--- src/rtl/vx_issue_sched_if.sv ---
`default_nettype none
// ---------------------------------------------------------------------------
// Module  : vx_issue_sched_if
// Purpose : Queue-head, issue-slot and next-warp hint bundle for the warp scheduler.
// Revision: 1.0
// ---------------------------------------------------------------------------
interface vx_issue_sched_if #(
   parameter int NUM_WARPS = 4,
   parameter int NW_BITS   = $clog2(NUM_WARPS)
);
   logic [NUM_WARPS-1:0] head_valid;
   logic [NUM_WARPS-1:0] head_stall;
   logic [NUM_WARPS-1:0] deq;
   logic                 out_valid;
   logic [NW_BITS-1:0]   out_wid;
   logic                 out_ready;
   logic [NW_BITS-1:0]   wid_n;
   logic                 prefetch;

   modport master (
      output head_valid, head_stall, out_ready,
      input  deq, out_valid, out_wid, wid_n, prefetch
   );

   modport slave (
      input  head_valid, head_stall, out_ready,
      output deq, out_valid, out_wid, wid_n, prefetch
   );
endinterface
`default_nettype wire

--- src/rtl/vx_issue_sched.sv ---
`default_nettype none
// ---------------------------------------------------------------------------
// Module  : vx_issue_sched
// Purpose : Greedy-then-round-robin warp picker feeding a registered issue slot.
// Revision: 1.0
// ---------------------------------------------------------------------------
module vx_issue_sched #(
   parameter int NUM_WARPS = 4,
   parameter int NW_BITS   = $clog2(NUM_WARPS),
   parameter int MAX_BURST = 4
) (
   input  wire logic       clk,
   input  wire logic       rst_n,
   vx_issue_sched_if.slave bus
);
   localparam int                    BURST_BITS  = $clog2(MAX_BURST + 1);
   localparam logic [BURST_BITS-1:0] BURST_LIMIT = BURST_BITS'(MAX_BURST);

   logic [NUM_WARPS-1:0]  elig;
   logic                  load;
   logic                  grant;
   logic                  issue;
   logic                  greedy;
   logic                  rr_found;
   logic [NW_BITS-1:0]    rr_cand;
   logic [NW_BITS-1:0]    rr_sel;
   logic [NW_BITS-1:0]    sel;
   logic [NW_BITS-1:0]    last_wid;
   logic [BURST_BITS-1:0] burst;
   logic                  slot_valid;
   logic [NW_BITS-1:0]    slot_wid;

   assign elig  = bus.head_valid & ~bus.head_stall;
   assign load  = ~slot_valid | bus.out_ready;
   assign grant = load & (|elig);
   assign issue = grant & rst_n;

   // burst==0 means no burst is in progress, so the first grant after reset
   // or an idle cycle always goes through the rotation.
   assign greedy = elig[last_wid] && (burst != '0) && (burst < BURST_LIMIT);

   // Rotation visits last_wid+1 first and last_wid itself last.
   always_comb begin
      rr_sel   = last_wid;
      rr_cand  = last_wid;
      rr_found = 1'b0;
      for (int i = 1; i <= NUM_WARPS; i++) begin
         rr_cand = last_wid + NW_BITS'(i);
         if (!rr_found && elig[rr_cand]) begin
            rr_sel   = rr_cand;
            rr_found = 1'b1;
         end
      end
   end

   assign sel = greedy ? last_wid : rr_sel;

   generate
      for (genvar w = 0; w < NUM_WARPS; w++) begin : g_deq
         assign bus.deq[w] = issue && (sel == NW_BITS'(w));
      end
   endgenerate

   assign bus.wid_n     = issue ? sel : '0;
   assign bus.prefetch  = issue;
   assign bus.out_valid = slot_valid;
   assign bus.out_wid   = slot_wid;

   always_ff @(posedge clk or negedge rst_n) begin
      if (!rst_n) begin
         slot_valid <= 1'b0;
         slot_wid   <= '0;
         last_wid   <= NW_BITS'(NUM_WARPS - 1);
         burst      <= '0;
      end else if (grant) begin
         slot_valid <= 1'b1;
         slot_wid   <= sel;
         last_wid   <= sel;
         burst      <= greedy ? burst + 1'b1 : BURST_BITS'(1);
      end else if (load) begin
         slot_valid <= 1'b0;
         burst      <= '0;
      end
   end
endmodule
`default_nettype wire

--- src/flat_wrapper.sv ---
// flat-port wrapper written by rule: the top's interface ports become plain ports
module vx_issue_sched_flat 
#(
   parameter int NUM_WARPS = 4,
   parameter int NW_BITS   = $clog2(NUM_WARPS),
   parameter int MAX_BURST = 4
)
  (clk, rst_n, bus_head_valid, bus_head_stall, bus_out_ready, bus_deq, bus_out_valid, bus_out_wid, bus_wid_n, bus_prefetch);
  vx_issue_sched_if #(.NUM_WARPS(NUM_WARPS), .NW_BITS(NW_BITS)) bus_i ();
  input  wire logic clk;
  input  wire logic rst_n;
  input wire logic [$bits(bus_i.head_valid)-1:0] bus_head_valid;
  input wire logic [$bits(bus_i.head_stall)-1:0] bus_head_stall;
  input wire logic [$bits(bus_i.out_ready)-1:0] bus_out_ready;
  output wire logic [$bits(bus_i.deq)-1:0] bus_deq;
  output wire logic [$bits(bus_i.out_valid)-1:0] bus_out_valid;
  output wire logic [$bits(bus_i.out_wid)-1:0] bus_out_wid;
  output wire logic [$bits(bus_i.wid_n)-1:0] bus_wid_n;
  output wire logic [$bits(bus_i.prefetch)-1:0] bus_prefetch;
  assign bus_i.head_valid = bus_head_valid;
  assign bus_i.head_stall = bus_head_stall;
  assign bus_i.out_ready = bus_out_ready;
  assign bus_deq = bus_i.deq;
  assign bus_out_valid = bus_i.out_valid;
  assign bus_out_wid = bus_i.out_wid;
  assign bus_wid_n = bus_i.wid_n;
  assign bus_prefetch = bus_i.prefetch;
  vx_issue_sched #(.NUM_WARPS(NUM_WARPS), .NW_BITS(NW_BITS), .MAX_BURST(MAX_BURST)) u_core (.clk(clk), .rst_n(rst_n), .bus(bus_i));
endmodule
--- config.mk ---
export PLATFORM = sky130hd
export DESIGN_NAME = vx_issue_sched_flat
export DESIGN_NICKNAME = d
export VERILOG_FILES = /design/src/rtl/vx_issue_sched_if.sv /design/src/rtl/vx_issue_sched.sv /design/src/flat_wrapper.sv
export SDC_FILE = /design/constraint.sdc
export NUM_CORES = 1
export LEC_CHECK = 0
export ABC_AREA = 1
export CAP_MARGIN = 30
export CORE_MARGIN = 2
export CORE_UTILIZATION = 48
export CTS_CLUSTER_DIAMETER = 40
export DETAILED_ROUTE_END_ITERATION = 10
export PLACE_DENSITY = 0.82
export SYNTH_ARGS = -nofsm -noshare
export SYNTH_HDL_FRONTEND = slang
export SYNTH_SLANG_ARGS = --single-unit
--- constraint.sdc ---
create_clock -name clk -period 3 [get_ports clk]
set_clock_uncertainty 0.1 [all_clocks]
set_input_delay 0.6 -clock clk [delete_from_list [all_inputs] [get_ports clk]]
set_output_delay 0.6 -clock clk [all_outputs]
set_load 0.02 [all_outputs]
### Word-level counts from Yosys, hierarchy flattened

Index checks and enable logic that the tools add are counted.

* output and inout bits: 10
* flip-flop bits (word level): 8
* bits in latches: 0
* logic and storage cells: 60
* bits in writable memories: 0
* bits of input ports: 11
* memory bits (read-only): 0
* memories: 0

* reductions and logical operators: 16
* order comparisons: 5
* multiply operators: 0
* equality and inequality tests: 3
* add/subtract/negate cells: 4
* shifts and indexed selects: 0
* multiplexer cells: 22
* bitwise gates (word level): 6
* divide/modulo/power cells: 0

Operators by type and width (number)
* $lt A2 B3 Y1 const B: 4
* $mux W2: 6
* $logic_and A1 B1 Y1: 9
* $mux W1: 9
* $mux W3: 3
* $bmux W1 S2: 4
* $add A2 B2 Y2 const B: 2
* $and A4 B4 Y4: 1
* $eq A2 B2 Y1 const B: 2
* $not A4 Y4: 1
* $reduce_or A4 Y1: 1
* $add A3 B1 Y3 const B: 1
* $logic_not A1 Y1: 3
* $lt A3 B3 Y1 const B: 1
* $reduce_bool A3 Y1: 1
* $add A2 B1 Y2 const B: 1
* $and A1 B1 Y1: 2
* $eq A2 B1 Y1 const B: 1
* $logic_not A2 Y1: 1
* $reduce_bool A2 Y1: 1
* $not A1 Y1: 1
* $or A1 B1 Y1: 1

### Depth between registers and ports, before layout

* word-level depth: 17
* mapped depth: 14
* gate-level depth less buffers: 13

### Least setup slack after synthesis

OpenSTA, ideal clock, no wires.

* path type: input -> output
* start: input port bus_head_stall[2]
* end: output port bus_deq[2]
* buffers on the path: 0
* slack: 555 ps
* required time: 2300 ps
* stages: 9
* arrival: 1745 ps
* path through: inv_1 -> nand2_1 -> nand4_1 -> nand2_1 -> inv_1 -> nand2_1 -> inv_1 -> nand3_1 -> nor2_1

* elaborated cells on any way between the ends: 31
* those cells by class: eq/ne: 1; mux: 16; bitwise: 4; reduce/logical: 10

RTL lines
* start, declared: RTL line flat_wrapper.sv:13 `input wire logic [$bits(bus_i.head_stall)-1:0] bus_head_stall;`
* $not A4 Y4: RTL line vx_issue_sched.sv:33 `assign elig = bus.head_valid & ~bus.head_stall;`
* $and A4 B4 Y4: RTL line vx_issue_sched.sv:33
* $reduce_or A4 Y1: RTL line vx_issue_sched.sv:35 `assign grant = load & (|elig);`
* $and A1 B1 Y1: RTL line vx_issue_sched.sv:35
* $and A1 B1 Y1: RTL line vx_issue_sched.sv:36 `assign issue = grant & rst_n;`
* via bus_prefetch: RTL line flat_wrapper.sv:19 `output wire logic [$bits(bus_i.prefetch)-1:0] bus_prefetch;`
* $logic_and A1 B1 Y1: RTL line vx_issue_sched.sv:60 `assign bus.deq[w] = issue && (sel == NW_BITS'(w));`
* end, declared: RTL line flat_wrapper.sv:15 `output wire logic [$bits(bus_i.deq)-1:0] bus_deq;`

The timed path passes the listed nets, and every way through them passes these cells. The select of a mux whose other input is x is not followed.

### Worst setup path after layout

* start: input port bus_head_stall[3]
* end: output port bus_deq[1]

* longest elaborated chain between the ends: 17
* elaborated cells on any way between the ends: 31
* those cells by class: eq/ne: 1; mux: 16; bitwise: 4; reduce/logical: 10

RTL lines
* $not A4 Y4 *: RTL line vx_issue_sched.sv:33
* $and A4 B4 Y4 *: RTL line vx_issue_sched.sv:33
* $bmux W1 S2: RTL line vx_issue_sched.sv:49 `if (!rr_found && elig[rr_cand]) begin`
* $mux W1 (implied by the code): RTL line vx_issue_sched.sv:49
* $mux W1: RTL line vx_issue_sched.sv:49
* $logic_not A1 Y1: RTL line vx_issue_sched.sv:49
* $logic_and A1 B1 Y1: RTL line vx_issue_sched.sv:49
* $mux W1: RTL line vx_issue_sched.sv:49
* $logic_not A1 Y1: RTL line vx_issue_sched.sv:49
* $logic_and A1 B1 Y1: RTL line vx_issue_sched.sv:49
* $mux W1: RTL line vx_issue_sched.sv:49
* $logic_not A1 Y1: RTL line vx_issue_sched.sv:49
* $logic_and A1 B1 Y1: RTL line vx_issue_sched.sv:49
* $mux W2: RTL line vx_issue_sched.sv:49
* $mux W2: RTL line vx_issue_sched.sv:56 `assign sel = greedy ? last_wid : rr_sel;`
* $eq A2 B1 Y1: RTL line vx_issue_sched.sv:60
* $logic_and A1 B1 Y1 *: RTL line vx_issue_sched.sv:60

Mark *: on every way between the ends. The rest lies on a longest branch, timed or not. The select of a mux whose other input is x is not followed.

==> results.sh <==
export IMPL_hold_violations=0
export IMPL_synth_cells=103
export IMPL_vias=929
export IMPL_peakVddDrop_v=0.000734
export IMPL_crit_top_cell="nand3_2"
export IMPL_clk_pin_slew_ns=0.06
export IMPL_use_met3_pct=5.32
export IMPL_totalWireLength_um=2780
export IMPL_die_y_um=41.4
export IMPL_synth_fp_nets=116
export IMPL_fin_nets=159
export IMPL_grtUsageMet2_pct=48.8
export IMPL_area_growth_pct=77.1
export IMPL_cpPeakStageDelay_ns=0.41
export IMPL_min_path_cells=2
export IMPL_synth_area_um2=671
export IMPL_cts_root_buf="clkbuf_4"
export IMPL_dieArea_um2=1710
export IMPL_drtPass1Iterations=5
export IMPL_antenna_cells=0
export IMPL_antenna_found_initial=0
export IMPL_ctsLongestPathBuffers=2
export IMPL_dpl_hpwl_um=1420
export IMPL_fp_coreArea_um2=1300
export IMPL_worst_slew_pin_slew_ns=0.231
export IMPL_path_cells="clkdlybuf4s50_1, inv_2, nand3_2, nand3_2, nand2_2, nand2_4, nor2_1, nor2_2, nand3_2, nand2_1, nand2_1, nor2_1, buf_4"
export IMPL_cp_slowest_cell="clkdlybuf4s50_1"
export IMPL_drive_gt1_share_pct=52.4
export IMPL_cp_start_kind="input pin"
export IMPL_synth_edff_count=0
export IMPL_grt_util_met1_pct=25.7
export IMPL_grt_busiest_layer="met2"
export IMPL_numCtsBuffers=3
export IMPL_synth_most_common_cell="nand2_1"
export IMPL_die_x_um=41.4
export IMPL_synth_top_area_share_pct=22.4
export IMPL_grt_max_degree=9
export IMPL_endpoint_kind="output pin"
export IMPL_first_iter_violations=36
export IMPL_start_util_pct=51.5
export IMPL_cts_sinks=8
export IMPL_gr_usage_all_layers_pct=26.1
export IMPL_min_period_over_period_pct=103
export IMPL_cts_tree="yes"
export IMPL_synth_cell_types=20
export IMPL_r2r_cells=13
export IMPL_drv_slew=0
export IMPL_status="finished, violations left"
export IMPL_grt_ovfl_total=0
export IMPL_drt_wirelength_per_cell_um=17.4
export IMPL_synth_area_leaders="dfrtp_1 (22%), nand2_1 (20%), nand3_1 (13%), dfstp_2 (7.8%), inv_1 (6.2%)"
export IMPL_crit_path_max_fanout=3
export IMPL_htreeDepth=1
export IMPL_ant_nets=0
export IMPL_finalSetupViolCount=3
export IMPL_violations="negative setup slack"
export IMPL_row_count=13
export IMPL_fmax_mhz=324
export IMPL_drc=0
export IMPL_critPathKind="in -> out"
export IMPL_relSlewSlack_pct=84.6
export IMPL_routabilityCongestion=0.701
export IMPL_setup_slack_ns=-0.0880
export IMPL_synth_seq_cells=8
export IMPL_synthTopCellsByCount="nand2_1 (35), nand3_1 (18), inv_1 (11), nor2_1 (10), dfrtp_1 (6)"
export IMPL_first_global_vias=719
export IMPL_cellLeakagePower_nw=0.656
export IMPL_viasPerCell=5.81
export IMPL_yosysSeqAreaShare_pct=30.2
export IMPL_p_per_area_nw_per_um2=1140
export IMPL_min_period_ns=3.09
export IMPL_crit_required_ns=2.30
export IMPL_yosysTopAreaCell="dfrtp_1"
export IMPL_ys_flop_type="dfrtp_1"
export IMPL_ios=21
export IMPL_arrival_ns=2.39
export IMPL_yosys_warnings=0
export IMPL_maxCapViolCount=0
export IMPL_finalPower_w=0.00135
export IMPL_clock_latency_ns=0.27
export IMPL_place_ws_ns=-0.433
export IMPL_syn_avg_cell_area_um2=6.51
export IMPL_grt_pass1_wl_um=2780
export IMPL_whs_ns=0.386
export IMPL_hold_path_class="reg -> reg"
export IMPL_io_buffers=20
export IMPL_ys_async_sr_fraction_pct=100
## path summary, 6_finish.rpt
check	slack [ns]	to	start
worst max register to register	0.76	u_core.bus.out_wid[1]$_DFFE_PN0P_	u_core.last_wid[1]$_DFFE_PN1P_
worst max-delay path	-0.09	bus_deq[1]	bus_head_stall[3]
worst min register to register	0.39	u_core.bus.out_wid[1]$_DFFE_PN0P_	u_core.bus.out_wid[1]$_DFFE_PN0P_
min in group asynchronous	0.53	u_core.bus.out_wid[0]$_DFFE_PN0P_	rst_n
max in group asynchronous	2.06	u_core.last_wid[1]$_DFFE_PN1P_	rst_n
worst min-delay path	0.39	u_core.bus.out_wid[1]$_DFFE_PN0P_	u_core.bus.out_wid[1]$_DFFE_PN0P_
## layout by cell type, fill, tap and decap left out, drive strengths merged
| cell | count |
|---|---|
| a21oi | 1 |
| a32o | 1 |
| buf | 25 |
| clkbuf | 4 |
| clkdlybuf4s50 | 7 |
| clkinv | 1 |
| dfrtp | 6 |
| dfstp | 2 |
| dlygate4sd2 | 1 |
| dlymetal6s2s | 6 |
| ha | 2 |
| inv | 13 |
| nand2 | 38 |
| nand3 | 20 |
| nand4 | 1 |
| nor2 | 12 |
| o21ai | 4 |
| or2 | 1 |
## where the power goes
part	leakage, nW	total [W]	switching [W]	internal (W)
Clock	0.0150	0.0000955	0.0000442	0.0000514
Combinational	0.546	0.00106	0.000643	0.000416
Sequential	0.0952	0.000198	0.0000422	0.000156
## flip-flops by register name, indices dropped and copies added (netlist names)
register / cells
u_core.burst: 3
u_core.bus.out_valid: 1
u_core.bus.out_wid: 2
u_core.last_wid: 2
## what timing repair did
action	4_1_cts	5_1_grt
hold buffers	0	0
endpoints found under the setup margin	7	6
gates resized for setup	25	50
pin swaps	0	17
endpoints found under the hold margin	0	0
setup buffers	0	6
## metrics by stage
step	cells	utilization, %	TNS [ns]	cell area [um2]
after floorplan	103	-	0	671
after global placement	150	75.0	-1.95	976
after detailed placement	150	75.0	-2.39	976
after CTS	154	74.6	0	971
after global routing	160	91.3	-0.620	1190
final	160	91.3	-0.186	1190
## cells by family (layout without fill, tap and decap cells)
kind of cell             Yosys count  in the layout  synth area share (%)
buffers and inverters             15             57                  10.3
AO/OA/AOI/OAI                      6              6                  6.90
flip-flops                         8              8                  30.2
AND/OR/NAND/NOR                   72             72                  48.9
adder cells (fa/ha/maj)            2              2                  3.73
## critical path: cells and delay by family
family / cells / cell delay, ns
buffers and inverters: 3 / 0.66
AND/OR/NAND/NOR: 10 / 1.11
## metal layers
metal	wire, um	part of all wire [%]	vias up
met5	0	0	-
met1	1110	40	432
met4	139	5.0	0
li1	-	-	415
met2	1370	49	62
met3	159	5.7	20
## area by class of cell
type	instances	area, um2
Tap cell	15	18.8
Inverter	14	57.6
Sequential cell	8	203
Multi-Input combinational cell	80	546
Timing Repair Buffer	39	337
Clock buffer	4	26.3
Fill cell	62	114
Note: power is estimated with default switching activity, not from simulation.
